`src/rtl/mem_stage_ld_if.sv`:
```
// EX->MEM->WB handshake bundle for the load/store memory stage.
// slave is the stage side, master the pipeline/testbench side.
interface mem_stage_ld_if #(
  parameter int DW      = 32,
  parameter int PC_W    = 32,
  parameter int STALL_W = 6
);
  logic [STALL_W-1:0] stall;
  logic [PC_W-1:0]    ex_pc;
  logic               ex_mem_en;
  logic               ex_mem_we;
  logic [2:0]         ex_ld_op;
  logic               ex_rf_we;
  logic [4:0]         ex_rf_waddr;
  logic [DW-1:0]      ex_result;
  logic               ex_hi_we;
  logic               ex_lo_we;
  logic [DW-1:0]      ex_hi;
  logic [DW-1:0]      ex_lo;
  logic               dmem_rvalid;
  logic [DW-1:0]      dmem_rdata;

  logic [PC_W-1:0]    wb_pc;
  logic               wb_rf_we;
  logic [4:0]         wb_rf_waddr;
  logic [DW-1:0]      wb_rf_wdata;
  logic               wb_hi_we;
  logic               wb_lo_we;
  logic [DW-1:0]      wb_hi;
  logic [DW-1:0]      wb_lo;
  logic               fwd_rf_we;
  logic [4:0]         fwd_rf_waddr;
  logic [DW-1:0]      fwd_rf_wdata;
  logic               fwd_data_ok;
  logic               stallreq;
  logic               ld_align_err;
  logic               ld_timeout;

  modport slave (
    input  stall, ex_pc, ex_mem_en, ex_mem_we, ex_ld_op, ex_rf_we, ex_rf_waddr,
           ex_result, ex_hi_we, ex_lo_we, ex_hi, ex_lo, dmem_rvalid, dmem_rdata,
    output wb_pc, wb_rf_we, wb_rf_waddr, wb_rf_wdata, wb_hi_we, wb_lo_we, wb_hi, wb_lo,
           fwd_rf_we, fwd_rf_waddr, fwd_rf_wdata, fwd_data_ok, stallreq,
           ld_align_err, ld_timeout
  );

  modport master (
    output stall, ex_pc, ex_mem_en, ex_mem_we, ex_ld_op, ex_rf_we, ex_rf_waddr,
           ex_result, ex_hi_we, ex_lo_we, ex_hi, ex_lo, dmem_rvalid, dmem_rdata,
    input  wb_pc, wb_rf_we, wb_rf_waddr, wb_rf_wdata, wb_hi_we, wb_lo_we, wb_hi, wb_lo,
           fwd_rf_we, fwd_rf_waddr, fwd_rf_wdata, fwd_data_ok, stallreq,
           ld_align_err, ld_timeout
  );
endinterface

```
`src/rtl/mem_stage_ld.sv`:
```
// MEM stage: EX/MEM register, variable-latency load wait FSM, load align/extend.
// One register stage; rdata used same cycle as rvalid; stallreq held while a load is outstanding.
module mem_stage_ld #(
  parameter int DW      = 32,
  parameter int PC_W    = 32,
  parameter int STALL_W = 6,
  parameter int STG     = 3,
  parameter int TIMEOUT = 15
) (
  input logic          clk,
  input logic          rst,
  mem_stage_ld_if.slave bus
);

  localparam int AW = $clog2(DW / 8);
  localparam int CW = (TIMEOUT > 1) ? $clog2(TIMEOUT) : 1;

  typedef enum logic [1:0] {IDLE, WAIT, DONE} state_t;

  typedef struct packed {
    logic [PC_W-1:0] pc;
    logic            mem_en;
    logic            mem_we;
    logic [2:0]      ld_op;
    logic            rf_we;
    logic [4:0]      rf_waddr;
    logic [DW-1:0]   result;
    logic            hi_we;
    logic            lo_we;
    logic [DW-1:0]   hi;
    logic [DW-1:0]   lo;
  } pipe_t;

  pipe_t         pipe_q, pipe_d, ex_pipe;
  state_t        state_q, state_d;
  logic [CW-1:0] cnt_q, cnt_d;
  logic [DW-1:0] ld_buf_q, ld_buf_d;
  logic          align_err_q, align_err_d;
  logic          timeout_q, timeout_d;

  logic          capture, bubble, ex_is_load, is_load_q, mis_q, stallreq;
  logic [DW-1:0] raw, shifted, ld_data, rf_wdata;
  logic          unused_stall;

  // LD on a 32-bit datapath behaves as LW, so it only needs word alignment.
  function automatic logic misaligned(input logic [2:0] op, input logic [2:0] a);
    case (op)
      3'd3, 3'd4: misaligned = a[0];
      3'd5, 3'd6: misaligned = |a[1:0];
      3'd7:       misaligned = (DW == 64) ? |a : |a[1:0];
      default:    misaligned = 1'b0;
    endcase
  endfunction

  assign capture      = ~bus.stall[STG];
  assign bubble       = bus.stall[STG] & ~bus.stall[STG+1];
  assign unused_stall = ^bus.stall;
  assign ex_is_load   = bus.ex_mem_en & ~bus.ex_mem_we & (bus.ex_ld_op != 3'd0);

  always_comb begin
    ex_pipe.pc       = bus.ex_pc;
    ex_pipe.mem_en   = bus.ex_mem_en;
    ex_pipe.mem_we   = bus.ex_mem_we;
    ex_pipe.ld_op    = bus.ex_ld_op;
    ex_pipe.rf_we    = bus.ex_rf_we;
    ex_pipe.rf_waddr = bus.ex_rf_waddr;
    ex_pipe.result   = bus.ex_result;
    ex_pipe.hi_we    = bus.ex_hi_we;
    ex_pipe.lo_we    = bus.ex_lo_we;
    ex_pipe.hi       = bus.ex_hi;
    ex_pipe.lo       = bus.ex_lo;
  end

  // A capture or bubble always restarts the FSM; in-stage moves only happen while held.
  always_comb begin
    pipe_d      = pipe_q;
    state_d     = state_q;
    cnt_d       = cnt_q;
    ld_buf_d    = ld_buf_q;
    align_err_d = 1'b0;
    timeout_d   = 1'b0;
    if (capture) begin
      pipe_d      = ex_pipe;
      state_d     = ex_is_load ? WAIT : IDLE;
      cnt_d       = '0;
      ld_buf_d    = '0;
      align_err_d = ex_is_load & misaligned(bus.ex_ld_op, bus.ex_result[2:0]);
    end else if (bubble) begin
      pipe_d   = '0;
      state_d  = IDLE;
      cnt_d    = '0;
      ld_buf_d = '0;
    end else if (state_q == WAIT) begin
      if (bus.dmem_rvalid) begin
        state_d  = DONE;
        ld_buf_d = bus.dmem_rdata;
      end else if (cnt_q == CW'(TIMEOUT - 1)) begin
        state_d   = DONE;
        ld_buf_d  = '0;
        timeout_d = 1'b1;
      end else begin
        cnt_d = cnt_q + CW'(1);
      end
    end
  end

  always_ff @(posedge clk or posedge rst) begin
    if (rst) begin
      pipe_q      <= '0;
      state_q     <= IDLE;
      cnt_q       <= '0;
      ld_buf_q    <= '0;
      align_err_q <= 1'b0;
      timeout_q   <= 1'b0;
    end else begin
      pipe_q      <= pipe_d;
      state_q     <= state_d;
      cnt_q       <= cnt_d;
      ld_buf_q    <= ld_buf_d;
      align_err_q <= align_err_d;
      timeout_q   <= timeout_d;
    end
  end

  assign is_load_q = pipe_q.mem_en & ~pipe_q.mem_we & (pipe_q.ld_op != 3'd0);
  assign mis_q     = is_load_q & misaligned(pipe_q.ld_op, pipe_q.result[2:0]);
  assign stallreq  = (state_q == WAIT) & ~bus.dmem_rvalid;

  always_comb begin
    raw = '0;
    if (state_q == WAIT && bus.dmem_rvalid) raw = bus.dmem_rdata;
    else if (state_q == DONE)               raw = ld_buf_q;
  end

  // Little-endian lanes: shift the addressed byte down to bit 0, then extend.
  assign shifted = raw >> {pipe_q.result[AW-1:0], 3'b000};

  always_comb begin
    ld_data = '0;
    case (pipe_q.ld_op)
      3'd1:    ld_data = DW'($signed(shifted[7:0]));
      3'd2:    ld_data = DW'(shifted[7:0]);
      3'd3:    ld_data = DW'($signed(shifted[15:0]));
      3'd4:    ld_data = DW'(shifted[15:0]);
      3'd5:    ld_data = DW'($signed(shifted[31:0]));
      3'd6:    ld_data = DW'(shifted[31:0]);
      3'd7:    ld_data = shifted;
      default: ld_data = '0;
    endcase
  end

  assign rf_wdata = is_load_q ? ld_data : pipe_q.result;

  assign bus.wb_pc        = pipe_q.pc;
  assign bus.wb_rf_we     = pipe_q.rf_we & ~mis_q & ~stallreq;
  assign bus.wb_rf_waddr  = pipe_q.rf_waddr;
  assign bus.wb_rf_wdata  = rf_wdata;
  assign bus.wb_hi_we     = pipe_q.hi_we;
  assign bus.wb_lo_we     = pipe_q.lo_we;
  assign bus.wb_hi        = pipe_q.hi;
  assign bus.wb_lo        = pipe_q.lo;
  // ID keeps seeing the pending write so it interlocks until data is final.
  assign bus.fwd_rf_we    = pipe_q.rf_we & ~mis_q;
  assign bus.fwd_rf_waddr = pipe_q.rf_waddr;
  assign bus.fwd_rf_wdata = rf_wdata;
  assign bus.fwd_data_ok  = ~stallreq;
  assign bus.stallreq     = stallreq;
  assign bus.ld_align_err = align_err_q;
  assign bus.ld_timeout   = timeout_q;

endmodule

```
`src/flat_wrapper.sv`:
```
// flat-port wrapper written by rule: the top's interface ports become plain ports
module mem_stage_ld_flat 
#(
  parameter int DW      = 32,
  parameter int PC_W    = 32,
  parameter int STALL_W = 6,
  parameter int STG     = 3,
  parameter int TIMEOUT = 15
)
  (clk, rst, bus_stall, bus_ex_pc, bus_ex_mem_en, bus_ex_mem_we, bus_ex_ld_op, bus_ex_rf_we, bus_ex_rf_waddr, bus_ex_result, bus_ex_hi_we, bus_ex_lo_we, bus_ex_hi, bus_ex_lo, bus_dmem_rvalid, bus_dmem_rdata, bus_wb_pc, bus_wb_rf_we, bus_wb_rf_waddr, bus_wb_rf_wdata, bus_wb_hi_we, bus_wb_lo_we, bus_wb_hi, bus_wb_lo, bus_fwd_rf_we, bus_fwd_rf_waddr, bus_fwd_rf_wdata, bus_fwd_data_ok, bus_stallreq, bus_ld_align_err, bus_ld_timeout);
  mem_stage_ld_if #(.DW(DW), .PC_W(PC_W), .STALL_W(STALL_W)) bus_i ();
  input logic clk;
  input logic rst;
  input wire logic [$bits(bus_i.stall)-1:0] bus_stall;
  input wire logic [$bits(bus_i.ex_pc)-1:0] bus_ex_pc;
  input wire logic [$bits(bus_i.ex_mem_en)-1:0] bus_ex_mem_en;
  input wire logic [$bits(bus_i.ex_mem_we)-1:0] bus_ex_mem_we;
  input wire logic [$bits(bus_i.ex_ld_op)-1:0] bus_ex_ld_op;
  input wire logic [$bits(bus_i.ex_rf_we)-1:0] bus_ex_rf_we;
  input wire logic [$bits(bus_i.ex_rf_waddr)-1:0] bus_ex_rf_waddr;
  input wire logic [$bits(bus_i.ex_result)-1:0] bus_ex_result;
  input wire logic [$bits(bus_i.ex_hi_we)-1:0] bus_ex_hi_we;
  input wire logic [$bits(bus_i.ex_lo_we)-1:0] bus_ex_lo_we;
  input wire logic [$bits(bus_i.ex_hi)-1:0] bus_ex_hi;
  input wire logic [$bits(bus_i.ex_lo)-1:0] bus_ex_lo;
  input wire logic [$bits(bus_i.dmem_rvalid)-1:0] bus_dmem_rvalid;
  input wire logic [$bits(bus_i.dmem_rdata)-1:0] bus_dmem_rdata;
  output wire logic [$bits(bus_i.wb_pc)-1:0] bus_wb_pc;
  output wire logic [$bits(bus_i.wb_rf_we)-1:0] bus_wb_rf_we;
  output wire logic [$bits(bus_i.wb_rf_waddr)-1:0] bus_wb_rf_waddr;
  output wire logic [$bits(bus_i.wb_rf_wdata)-1:0] bus_wb_rf_wdata;
  output wire logic [$bits(bus_i.wb_hi_we)-1:0] bus_wb_hi_we;
  output wire logic [$bits(bus_i.wb_lo_we)-1:0] bus_wb_lo_we;
  output wire logic [$bits(bus_i.wb_hi)-1:0] bus_wb_hi;
  output wire logic [$bits(bus_i.wb_lo)-1:0] bus_wb_lo;
  output wire logic [$bits(bus_i.fwd_rf_we)-1:0] bus_fwd_rf_we;
  output wire logic [$bits(bus_i.fwd_rf_waddr)-1:0] bus_fwd_rf_waddr;
  output wire logic [$bits(bus_i.fwd_rf_wdata)-1:0] bus_fwd_rf_wdata;
  output wire logic [$bits(bus_i.fwd_data_ok)-1:0] bus_fwd_data_ok;
  output wire logic [$bits(bus_i.stallreq)-1:0] bus_stallreq;
  output wire logic [$bits(bus_i.ld_align_err)-1:0] bus_ld_align_err;
  output wire logic [$bits(bus_i.ld_timeout)-1:0] bus_ld_timeout;
  assign bus_i.stall = bus_stall;
  assign bus_i.ex_pc = bus_ex_pc;
  assign bus_i.ex_mem_en = bus_ex_mem_en;
  assign bus_i.ex_mem_we = bus_ex_mem_we;
  assign bus_i.ex_ld_op = bus_ex_ld_op;
  assign bus_i.ex_rf_we = bus_ex_rf_we;
  assign bus_i.ex_rf_waddr = bus_ex_rf_waddr;
  assign bus_i.ex_result = bus_ex_result;
  assign bus_i.ex_hi_we = bus_ex_hi_we;
  assign bus_i.ex_lo_we = bus_ex_lo_we;
  assign bus_i.ex_hi = bus_ex_hi;
  assign bus_i.ex_lo = bus_ex_lo;
  assign bus_i.dmem_rvalid = bus_dmem_rvalid;
  assign bus_i.dmem_rdata = bus_dmem_rdata;
  assign bus_wb_pc = bus_i.wb_pc;
  assign bus_wb_rf_we = bus_i.wb_rf_we;
  assign bus_wb_rf_waddr = bus_i.wb_rf_waddr;
  assign bus_wb_rf_wdata = bus_i.wb_rf_wdata;
  assign bus_wb_hi_we = bus_i.wb_hi_we;
  assign bus_wb_lo_we = bus_i.wb_lo_we;
  assign bus_wb_hi = bus_i.wb_hi;
  assign bus_wb_lo = bus_i.wb_lo;
  assign bus_fwd_rf_we = bus_i.fwd_rf_we;
  assign bus_fwd_rf_waddr = bus_i.fwd_rf_waddr;
  assign bus_fwd_rf_wdata = bus_i.fwd_rf_wdata;
  assign bus_fwd_data_ok = bus_i.fwd_data_ok;
  assign bus_stallreq = bus_i.stallreq;
  assign bus_ld_align_err = bus_i.ld_align_err;
  assign bus_ld_timeout = bus_i.ld_timeout;
  mem_stage_ld #(.DW(DW), .PC_W(PC_W), .STALL_W(STALL_W), .STG(STG), .TIMEOUT(TIMEOUT)) u_core (.clk(clk), .rst(rst), .bus(bus_i));
endmodule
```
`config.mk`:
```
export PLATFORM = sky130hd
export DESIGN_NAME = mem_stage_ld_flat
export DESIGN_NICKNAME = d
export VERILOG_FILES = /design/src/rtl/mem_stage_ld_if.sv /design/src/rtl/mem_stage_ld.sv /design/src/flat_wrapper.sv
export SDC_FILE = /design/constraint.sdc
export NUM_CORES = 1
export LEC_CHECK = 0
export ABC_AREA = 1
export CAP_MARGIN = 20
export CELL_PAD_IN_SITES_DETAIL_PLACEMENT = 2
export CELL_PAD_IN_SITES_GLOBAL_PLACEMENT = 2
export CORE_UTILIZATION = 23
export CTS_CLUSTER_DIAMETER = 200
export DETAILED_ROUTE_END_ITERATION = 12
export PLACE_DENSITY = 0.79
export SLEW_MARGIN = 30
export SYNTH_ARGS = -nofsm -noshare
export SYNTH_HDL_FRONTEND = slang
export SYNTH_SLANG_ARGS = --single-unit
```
`constraint.sdc`:
```
create_clock -name clk -period 5.9 [get_ports clk]
set_clock_uncertainty 0.1 [all_clocks]
set_input_delay 1.18 -clock clk [delete_from_list [all_inputs] [get_ports clk]]
set_output_delay 1.18 -clock clk [all_outputs]
set_load 0.03 [all_outputs]
```
==> results_dict.tcl <==
set metrics [dict create \
    dp_slack_ps 530 \
    maxCapViolations 0 \
    hpwl_mm 25.0 \
    core_area_mm2 0.0397 \
    fill_cells 4324 \
    wire_per_inst_um 20.6 \
    max_stage_delay_ps 730 \
    crit_start "bus_dmem_rvalid" \
    antenna_found_initial 3 \
    dr.pass1.iters 6 \
    drc_errors 0 \
    hold_buffers 0 \
    clock_latency_ps 450 \
    pin_count 360 \
    grt_util_met1 0.198 \
    rsz0062_at_grt "false" \
    fin_crit_ps 5430 \
    crit_fanout 24 \
    fin_ws_ps 473 \
    finalHoldViolCount 0 \
    cts_tree "yes" \
    drtIter0Drc 263 \
    clk_pin_slew_worst_paths_ps 70 \
    r2r_slack_ps 3390 \
    final_cell_mix "353 x clkdlybuf4s50_1, 181 x dfrtp_1, 143 x nand2_1" \
    area_growth_pct 38.1 \
    post_cts_buffers 0 \
    path_common_cell "nand2_1" \
    finalSetupViolations 0 \
    overflow 0 \
    power.density_mw_per_mm2 269 \
    arrival_ps 4150 \
    worst_slew_pin_slew_ps 947 \
    critPathSlowestCell "clkdlybuf4s50_1" \
    portBuffers 355 \
    use_met2 0.300 \
    crit_family "buffers and inverters" \
    setup_tns_ps 0 \
    ir_worst_vdd_uv 178 \
    row_count 73 \
    crit_chain "clkdlybuf4s50_1 -> inv_1 -> nor2_8 -> nand2_1 -> o21ai_0 -> nand2_1 -> nand3_1 -> nand2_1 -> a21oi_1 -> clkdlybuf4s50_1" \
    ctsResizeCount 0 \
    yosysSeqAreaShare 0.488 \
    start_kind "primary input" \
    hold_start "u_core.bus.wb_hi[13]" \
    min_to "u_core.bus.wb_hi[13]" \
    grt_pass1_vias 8848 \
    crit_cells 10 \
    yosysUniqueCellTypes 36 \
    syn_area_mm2 0.00928 \
    max-slew-margin-rel 0.368 \
    design.die.area_mm2 0.0412 \
    r2r-start "u_core.cnt_q[0]" \
    finalWeightedCongestion 0.783 \
    vias 7871 \
    h-tree-depth 4 \
    grt_use_total 0.170 \
    critical_path_class "in -> out" \
    cts-root-buf "clkbuf_16" \
    postRouteAntennaNets 0 \
    synthCells 979 \
    die_x_um 203 \
    rr_endpoint "u_core.ld_buf_q[13]" \
    period_share 0.920 \
    start_util 0.234 \
    maxSlewViolCount 0 \
    cts-buffers-inserted 17 \
    viasPerCell 4.63 \
    use_met3 0.0496 \
    power.total_mw 3.45 \
    synth_seq_cells 181 \
    grt_busiest_layer "met2" \
    p_leak_nw 5.43 \
    crit_buf_inv 3 \
    final_common_cell "clkdlybuf4s50_1" \
    layout-drive-gt1-share 0.0793 \
    grt_max_degree 146 \
    holdPathStages 1 \
    nNetsFinal 1344 \
    status "completed" \
    worstSetupEndpointType "primary output" \
    synth_area_per_cell_um2 9.48 \
    max_freq_mhz 184 \
    clockBufferDepth 2 \
    hold_path_class "reg -> reg" \
    grt_pass1_wl_mm 53.1 \
    die_height_um 203 \
    reg2regPathDepth 8 \
    synth_warnings 0 \
    wl_mm 35.0 \
    required_ps 4620 \
    syn_nets 1163 \
    cts_sinks 181 \
]
-- layout make-up --
class | instances | area (um^2) | area share
timing repair buffer | 365 | 3650 | 0.285
sequential | 181 | 4530 | 0.353
antenna | 1 | 2.50 | 0.000195
clock inverter | 13 | 143 | 0.0111
clock buffer | 19 | 443 | 0.0345
tap | 525 | 657 | 0.0512
multi-input combinational | 550 | 3220 | 0.251
inverter | 45 | 180 | 0.0141
-- how the worst max path moves through the flow --
stage,slack (ps),endpoint
after floorplan,1790,bus_wb_rf_wdata[1]
after global placement,590,bus_fwd_rf_wdata[11]
after detailed placement,530,bus_fwd_rf_wdata[11]
after CTS,430,bus_fwd_rf_wdata[9]
after global routing,280,bus_wb_rf_wdata[9]
final,470,bus_fwd_rf_wdata[9]
-- routing by layer --
metal | up-vias | part of all wire
met5 | - | 0.00071
met4 | 4 | 0.018
met3 | 35 | 0.063
met2 | 261 | 0.51
met1 | 3992 | 0.41
li1 | 3579 | -
-- sequential cells by signal (all words and copies together) (netlist names) --
| name | count |
|---|---|
| u_core.bus.fwd_rf_waddr | 5 |
| u_core.bus.ld_align_err | 1 |
| u_core.bus.ld_timeout | 1 |
| u_core.bus.wb_hi | 32 |
| u_core.bus.wb_hi_we | 1 |
| u_core.bus.wb_lo | 32 |
| u_core.bus.wb_lo_we | 1 |
| u_core.bus.wb_pc | 32 |
| u_core.cnt_q | 4 |
| u_core.ld_buf_q | 32 |
| u_core.pipe_q | 38 |
| u_core.state_q | 2 |
-- Yosys cell counts --
master,count,share of area
dfrtp_1,181,0.49
inv_1,42,0.017
nand3_2,6,0.0065
nand2_2,10,0.0067
inv_4,1,0.00067
nand2_4,3,0.0036
clkinv_1,1,0.00040
a31oi_1,1,0.00067
o221ai_1,4,0.0038
a21oi_1,23,0.012
o2111ai_1,1,0.00094
nor2_8,1,0.0022
nor2_1,53,0.021
buf_1,10,0.0040
o31ai_1,1,0.00081
o21ai_0,40,0.022
o21ai_1,2,0.0011
buf_6,3,0.0036
a31oi_4,1,0.0023
nor2_4,1,0.0012
o22ai_1,22,0.015
and3_1,1,0.00067
inv_2,1,0.00040
buf_12,1,0.0022
o211ai_1,11,0.0089
nand2_1,144,0.058
clkbuf_1,21,0.0085
nand4_1,5,0.0034
nor3_1,4,0.0022
ha_1,2,0.0027
buf_4,142,0.11
and2_1,1,0.00067
nand3_1,64,0.035
a22o_1,129,0.12
buf_2,26,0.014
nor2_2,20,0.013
-- where the power goes --
part	switching, mW	internal, mW
sequential	0.0564	1.32
clock	0.577	0.610
combinational	0.506	0.383
total	1.14	2.31
-- stage by stage --
stage / std cells / instance area [um^2] / hold WS [ps] / utilization
after floorplan: 979 / 9290 / 355 / -
after detailed placement: 1666 / 12200 / 383 / 0.308
after global placement: 1666 / 12200 / 381 / 0.308
after global routing: 1699 / 12800 / 420 / 0.323
final: 1699 / 12800 / 399 / 0.323
after CTS: 1698 / 12800 / 407 / 0.323
-- cell families (layout without fill, tap and decap cells) --
group | after synthesis | after routing | synth area share
adders and majority gates | 2 | 2 | 0.00270
DFF | 181 | 181 | 0.488
and+or+nand+nor | 313 | 313 | 0.155
other | 0 | 1 | 0
buffers and inverters | 248 | 442 | 0.166
AOI/OAI and AO/OA | 235 | 235 | 0.189
(Power assumes the default switching activity.)
